$ cat config.mk
export PLATFORM = sky130hd
export DESIGN_NAME = uart_tx_framer
export DESIGN_NICKNAME = d
export VERILOG_FILES = /design/src/rtl/atomik_uart_pkg.sv /design/src/rtl/uart_tx_framer.sv
export SDC_FILE = /design/constraint.sdc
export NUM_CORES = 1
export LEC_CHECK = 0
export CAP_MARGIN = 5
export CORE_ASPECT_RATIO = 0.9
export CORE_MARGIN = 8
export CORE_UTILIZATION = 45
export DETAILED_ROUTE_END_ITERATION = 6
export PLACE_DENSITY_LB_ADDON = 0.12
export SYNTH_ARGS = -nofsm -noshare
export SYNTH_HDL_FRONTEND = slang
export SYNTH_SLANG_ARGS = --single-unit
$ cat constraint.sdc
create_clock -name clk -period 3.6 [get_ports clk]
set_input_delay 0.72 -clock clk [delete_from_list [all_inputs] [get_ports clk]]
set_output_delay 0.72 -clock clk [all_outputs]
set_load 0.02 [all_outputs]
$ cat src/rtl/atomik_uart_pkg.sv
// Shared UART framing definitions used by the transmit framer and receive deframer.
package atomik_uart_pkg;

  localparam logic [7:0] SYNC_BYTE_DEF = 8'hA5;

  localparam int unsigned STATE_W = 3;

  localparam logic [STATE_W-1:0] FS_IDLE    = 3'd0;
  localparam logic [STATE_W-1:0] FS_SYNC    = 3'd1;
  localparam logic [STATE_W-1:0] FS_TAG     = 3'd2;
  localparam logic [STATE_W-1:0] FS_PAYLOAD = 3'd3;
  localparam logic [STATE_W-1:0] FS_CSUM    = 3'd4;

  typedef enum logic [STATE_W-1:0] {
    ST_IDLE    = FS_IDLE,
    ST_SYNC    = FS_SYNC,
    ST_TAG     = FS_TAG,
    ST_PAYLOAD = FS_PAYLOAD,
    ST_CSUM    = FS_CSUM
  } framer_state_t;

endpackage

$ cat src/rtl/uart_tx_framer.sv
// Serialises one tagged result word into SYNC, TAG, payload (LSB byte first), XOR checksum.
module uart_tx_framer
  import atomik_uart_pkg::*;
#(
  parameter int unsigned DATA_BYTES = 8,
  parameter logic [7:0]  SYNC_BYTE  = SYNC_BYTE_DEF
) (
  input  logic                    clk,
  input  logic                    rst_n,
  input  logic [8*DATA_BYTES-1:0] in_data,
  input  logic [7:0]              in_tag,
  input  logic                    in_valid,
  output logic                    in_ready,
  output logic [7:0]              tx_data,
  output logic                    tx_valid,
  input  logic                    tx_ready,
  output logic                    busy,
  output logic                    frame_done
);

  localparam int unsigned DW = 8 * DATA_BYTES;
  localparam int unsigned IW = (DATA_BYTES > 1) ? $clog2(DATA_BYTES) : 1;
  localparam int unsigned SW = (DW > 8) ? $clog2(DW) : 3;
  localparam logic [IW-1:0] LAST_IDX = IW'(DATA_BYTES - 1);

  framer_state_t state, state_n;
  logic [IW-1:0] idx, idx_n, idx_inc, sel;
  logic [7:0]    csum, csum_n;
  logic [7:0]    data_n, pay_byte;
  logic          valid_n, done_n, ready_n, busy_n, load;
  logic [DW-1:0] hold_data;
  logic [7:0]    hold_tag;
  logic          accept, xfer;

  assign accept = in_valid && in_ready;
  assign xfer   = tx_valid && tx_ready;

  // Next payload byte: byte 0 when leaving TAG, otherwise the byte after idx (clamped).
  always_comb begin
    idx_inc  = (idx == LAST_IDX) ? idx : idx + IW'(1);
    sel      = (state == ST_PAYLOAD) ? idx_inc : '0;
    pay_byte = hold_data[SW'({sel, 3'b000}) +: 8];
  end

  // Next-state, byte sequencing and checksum accumulation.
  always_comb begin
    state_n = state;
    idx_n   = idx;
    csum_n  = csum;
    data_n  = tx_data;
    valid_n = tx_valid;
    done_n  = 1'b0;
    load    = 1'b0;
    unique case (state)
      ST_IDLE: begin
        if (accept) begin
          load    = 1'b1;
          state_n = ST_SYNC;
          idx_n   = '0;
          csum_n  = '0;
          data_n  = SYNC_BYTE;
          valid_n = 1'b1;
        end
      end
      ST_SYNC: begin
        if (xfer) begin
          state_n = ST_TAG;
          data_n  = hold_tag;
        end
      end
      ST_TAG: begin
        if (xfer) begin
          state_n = ST_PAYLOAD;
          csum_n  = csum ^ tx_data;
          data_n  = pay_byte;
        end
      end
      ST_PAYLOAD: begin
        if (xfer) begin
          csum_n = csum ^ tx_data;
          if (idx == LAST_IDX) begin
            state_n = ST_CSUM;
            data_n  = csum ^ tx_data;
          end else begin
            idx_n  = idx_inc;
            data_n = pay_byte;
          end
        end
      end
      ST_CSUM: begin
        if (xfer) begin
          state_n = ST_IDLE;
          valid_n = 1'b0;
          done_n  = 1'b1;
        end
      end
      default: begin
        state_n = ST_IDLE;
        valid_n = 1'b0;
      end
    endcase
    ready_n = (state_n == ST_IDLE);
    busy_n  = (state_n != ST_IDLE);
  end

  // State, output and sequencing registers.
  always_ff @(posedge clk or negedge rst_n) begin
    if (!rst_n) begin
      state      <= ST_IDLE;
      idx        <= '0;
      csum       <= '0;
      tx_data    <= '0;
      tx_valid   <= 1'b0;
      frame_done <= 1'b0;
      in_ready   <= 1'b1;
      busy       <= 1'b0;
    end else begin
      state      <= state_n;
      idx        <= idx_n;
      csum       <= csum_n;
      tx_data    <= data_n;
      tx_valid   <= valid_n;
      frame_done <= done_n;
      in_ready   <= ready_n;
      busy       <= busy_n;
    end
  end

  // Hold register captures the word and tag on accept.
  always_ff @(posedge clk or negedge rst_n) begin
    if (!rst_n) begin
      hold_data <= '0;
      hold_tag  <= '0;
    end else if (load) begin
      hold_data <= in_data;
      hold_tag  <= in_tag;
    end
  end

endmodule
## Word-level counts from Yosys, hierarchy flattened

Index checks and enable logic that the tools add are counted.

| word-level totals | value |
|---|---|
| bits in registers | 98 |
| bits of input ports | 76 |
| output and inout port bits | 12 |
| word-level logic and storage cells | 69 |

| cells by class | value |
|---|---|
| $add $sub $neg | 1 |
| eq/ne operators | 12 |
| shift operators | 1 |
| multiplexer cells | 29 |
| bitwise operators | 2 |
| reduce and logical (&&, ||, !) cells | 14 |

Operators by type and width:

| operator | count |
|---|---|
| $shiftx 64x7->8 | 1 |
| $mux 8 | 7 |
| $mux 3 | 11 |
| $pmux 8 s4 | 1 |
| $pmux 8 s2 | 1 |
| $pmux 3 s5 | 1 |
| $ne 2x2->1 const B | 6 |
| $xor 8x8->8 | 1 |
| $eq 3x2->1 const B | 2 |
| $eq 3x3->1 const B | 2 |
| $logic_not 3->1 | 2 |
| $mux 1 | 6 |
| $pmux 3 s2 | 1 |
| $reduce_and 3->1 | 2 |
| $reduce_and 5->1 | 1 |
| $reduce_and 4->1 | 1 |
| $reduce_bool 2->1 | 2 |
| $reduce_bool 4->1 | 1 |
| $add 3x1->3 const B | 1 |
| $eq 3x1->1 const B | 1 |
| $pmux 1 s3 | 1 |
| $reduce_bool 3->1 | 1 |
| $reduce_or 3->1 | 1 |
| $logic_and 1x1->1 | 2 |
| 3 further kinds | 3 |

## Depth between registers and ports, before layout

| logic depth | value |
|---|---|
| depth in word-level cells | 7 |
| gate-level depth with buffers | 8 |
| mapped depth without buffers | 6 |

## Worst setup path before layout

No wires, ideal clock.

| path | value |
|---|---|
| kind | reg-to-reg |
| start point | register idx[0] |
| end point | register tx_data[3] |
| library setup time | 133 ps |
| arrival time | 1879 ps |
| required time | 3467 ps |
| setup slack | 1588 ps |
| stages on the path, launching flop included | 9 |
| buffers on the path | 2 |
| period minus slack after synthesis | 2012 ps |
| cells stage by stage | dfrtp_1 -> ha_1 -> buf_2 -> and3b_4 -> nor2_8 -> buf_6 -> mux4_2 -> nand2_1 -> o211ai_1 |

| between the ends | value |
|---|---|
| cells in the longest elaborated chain, start to end | 7 |
| elaborated cells on any way between the ends | 9 |
| those cells by class | add/sub: 1; eq/ne: 1; shift: 1; mux: 6 |

Ends and longest elaborated chain:

| item | RTL line | RTL |
|---|---|---|
| start: declaration | uart_tx_framer.sv:27 | `logic [IW-1:0] idx, idx_n, idx_inc, sel;` |
| start signal: assignment | uart_tx_framer.sv:119 | `idx <= idx_n;` |
| $add 3x1->3 / $eq 3x3->1 (equally long branches) | uart_tx_framer.sv:40, uart_tx_framer.sv:81 |  |
| $mux 3 | uart_tx_framer.sv:40 | `idx_inc = (idx == LAST_IDX) ? idx : idx + IW'(1);` |
| $mux 3 | uart_tx_framer.sv:41 | `sel = (state == ST_PAYLOAD) ? idx_inc : '0;` |
| $shiftx 64x7->8 | uart_tx_framer.sv:42 | `pay_byte = hold_data[SW'({sel, 3'b000}) +: 8];` |
| $mux 8 | uart_tx_framer.sv:81 | `if (idx == LAST_IDX) begin` |
| $mux 8 | uart_tx_framer.sv:79 | `if (xfer) begin` |
| $pmux 8 s4 (*) | uart_tx_framer.sv:54 | `unique case (state)` |
| end signal: assignment | uart_tx_framer.sv:121 | `tx_data <= data_n;` |
| end: declaration | uart_tx_framer.sv:14 | `output logic [7:0] tx_data,` |

Every way passes the cells marked *; elsewhere a longest branch is shown, timed or not. The select of a mux whose other input is x is not followed.
A chain may end at the register's enable or synchronous reset.

## Final worst setup path

| path | value |
|---|---|
| start point | register idx[0] |
| end point | register tx_data[0] |

Same word-level chain as after synthesis.

==> summary.md <==
| Metric | Value |
|---|---|
| Status | completed |
| Main combinational cell family by area after synthesis | simple AND/OR/NAND/NOR gates |
| Synth cell count leaders | nand2_1, dfrtp_1, o21ai_0 |
| Reg-to-Reg End | tx_data[0] |
| Setup Buffers After CTS | 0 |
| Synth Area in Compound Gates | 10.2% |
| Ys flop type | dfrtp_1 |
| Dominant cells by area after synthesis | dfrtp_1, nand2_1, mux4_2, mux2i_1, o21ai_0 |
| Crit path kind | flip-flop to flip-flop |
| Largest net degree at the start of global routing | 53 |
| Cells after synthesis | 532 |
| Clk buf depth | 2 |
| Final setup viols | 0 |
| Leak pwr | 2.85 nW |
| Mapped Area | 0.00477 mm^2 |
| Vias in the first global route | 4,010 |
| Area growth from synthesis to layout | 26.8% |
| Mean post-synth cell area | 8.96 um^2 |
| Crit. path cell count | 7 |
| Switch share | 36.4% |
| Final Skew | 0.0107 ns |
| Worst setup EP type | flip-flop |
| Max Clk Rate | 0.399 GHz |
| Tcrit/Tclk final | 69.6% |
| CTS tree | yes |
| Switching power | 0.00171 W |
| Post-CTS sizing | 0 |
| Xor and xnor area share after synthesis | 0.918% |
| Worst Hold Class | input pin to asynchronous set/reset pin |
| Sequential share of power | 40.1% |
| Hold Buf Count CTS | 0 |
| Worst slew margin | 52.3% |
| Post-Synth Adder-Cell Area | 0.262% |
| Crit path time final | 2.50 ns |
| Die area | 0.0142 mm^2 |
| Io pins | 88 |
| Via count | 3,928 |
| GPL Wtd Cong | 0.819 |
| FF+latch area | 0.00245 mm^2 |
| Cts bufs inserted | 9 |
| Setup TNS | 0 ns |
| Share of cells above drive strength 1 | 7.49% |
| Distinct cells, synth | 53 |
| Post-DP Area | 0.00571 mm^2 |
| Peak supply drop | 437 uV |
| CP Buf/Inv Count | 1 |
| Post-Syn Nets | 609 |
| Crit path max-delay family | simple AND/OR/NAND/NOR gates |
| DR pass1 iterations | 4 |
| Mux share of post-synthesis cell area | 7.24% |
| R2R cell count | 7 |
| All-layer global routing usage | 17.5% |
| Max incr delay on CP | 0.54 ns |
| Worst reg2reg path startpoint | idx[0] |
| Most used cell along the critical path | nor2_1 |
| First-pass GRT wire length | 20,400 um |
| Asr flop ratio synth | 100% |
| Combinational share of power | 37.2% |
| Root Buffer | clkbuf_16 |
| HPWL Detailed | 8930 um |
| Initial Util | 46.3% |
| WL final | 12,200 um |
| Area leader, netlist | dfrtp_1 |
| Final net count | 686 |
| CP required | 3.81 ns |
| Die Ht | 114 um |
| Die width | 125 um |
| Count leader, synth | nand2_1 |
| Arr. time, crit path | 2.71 ns |
| ANT nets after route | 0 |
| Starting DRC count in detailed routing | 257 |
| Clk Latency, worst-skew pair | 0.35 ns |
| Synth Warn # | 0 |
| Final instance area | 0.00605 mm^2 |
| Crit start category | flip-flop |
| GRT overflow | 0 |
| Worst Tran Pin Value | 0.710 ns |
| Crit-path max FO | 10 |
| Initial antenna violation count | 0 |
| Antenna diodes | 0 |
| Vias/cell | 5.29 |
| I/O Buffers | 87 |
| Core region area | 0.0103 mm^2 |
| Synth top area share | 50.9% |
| # rows | 35 |
| CP cell instances | ha_1 -> nor2_1 -> nor2_1 -> buf_4 -> mux4_2 -> nand2_1 -> o221ai_1 |
| DRC errors left | 0 |
| Hold Violations, Final | 0 |
| Multi-input logic area | 0.00216 mm^2 |
| Layout fillers | 932 |
| Reg clk slew, reported paths | 0.07 ns |
| Unrepaired setup endpoints after global routing | false |
| Cell Int Power | 0.00299 W |
| Simple-gate share of the synthesized area | 26.7% |
| Clk sinks | 98 |
| Max Slew Vio Count | 0 |
| Pwr dens | 778 mW/mm^2 |
| Yosys reg bits | 98 |
| Clock power share | 22.7% |
| CP max-delay cell | dfrtp_1 |
| Seq/Total Area, Yosys | 51.5% |
| Max_cap viols | 0 |
| H-tree depth | 3 |
| Post-synth EDFFs | 0 |
| Wirelength per Cell | 16.4 um |
| Reg-to-reg slack, setup | 1.10 ns |
## power groups by stage
stage               Sequential (W)  Combinational, W  Clock [W]
finish                     0.00189           0.00175    0.00107
global route               0.00195           0.00194    0.00113
CTS                        0.00188           0.00176    0.00108
detailed placement         0.00189           0.00175          0
global placement           0.00188           0.00171          0
floorplan                  0.00182           0.00125          0
## placed cells by master (no fill, tap or decap), types with 6 or more instances in the layout
cell	instances
nand2_1	237
dfrtp_1	97
clkdlybuf4s50_1	86
o21ai_0	19
a21oi_1	17
nor2_1	14
nor2b_1	14
mux2i_1	12
clkbuf_16	9
mux2_2	8
buf_4	8
nor3_1	7
a22o_1	6
mux4_2	6
## how the worst max path moves through the flow
stage / start / to
floorplan: idx[0] / tx_data[3]
global placement: tx_ready / tx_data[7]
detailed placement: tx_ready / tx_data[7]
CTS: idx[0] / tx_data[0]
global route: idx[0] / tx_data[0]
finish: idx[0] / tx_data[0]
## per-stage QoR
stage	instances	power, W	setup WS, ns	utilization, %	hold WS [ns]
after floorplan	532	0.00307	1.59	-	0.424
final	743	0.00470	1.10	58.7	0.404
after CTS	743	0.00473	1.10	58.7	0.428
after global routing	743	0.00502	0.908	58.7	0.456
after detailed placement	727	0.00365	0.838	55.5	0.457
after global placement	727	0.00359	0.956	55.5	0.453
## layout make-up
class / count / share of cell area (%)
Inverter: 4 / 0.248
Clock inverter: 7 / 1.76
Timing Repair Buffer: 94 / 15.2
Multi-Input combinational cell: 402 / 35.8
Clock buffer: 9 / 3.73
Tap cell: 129 / 2.67
Sequential cell: 98 / 40.6
## layer usage
metal  vias to the layer above  wire length (um)  global-route usage (%)
met5                         -                 0                       0
met3                        12               533                    4.27
met2                       116              5640                    28.1
met4                         0               158                    5.29
li1                       1919                 -                       -
met1                      1881              5880                    23.0
## flip-flops by register name, indices dropped and copies added, names as in the netlist
signal,count
hold_data,64
csum,8
hold_tag,8
tx_data,8
idx,3
state,3
busy,1
frame_done,1
in_ready,1
tx_valid,1
## logic make-up after synthesis
logic type | after synthesis
buffers and inverters | 32
XOR/XNOR | 5
multiplexers | 26
AND/OR/NAND/NOR | 297
AO/OA/AOI/OAI | 73
flip-flops | 98
adder cells (fa/ha/maj) | 1
Power figures use the tool's default switching activity.
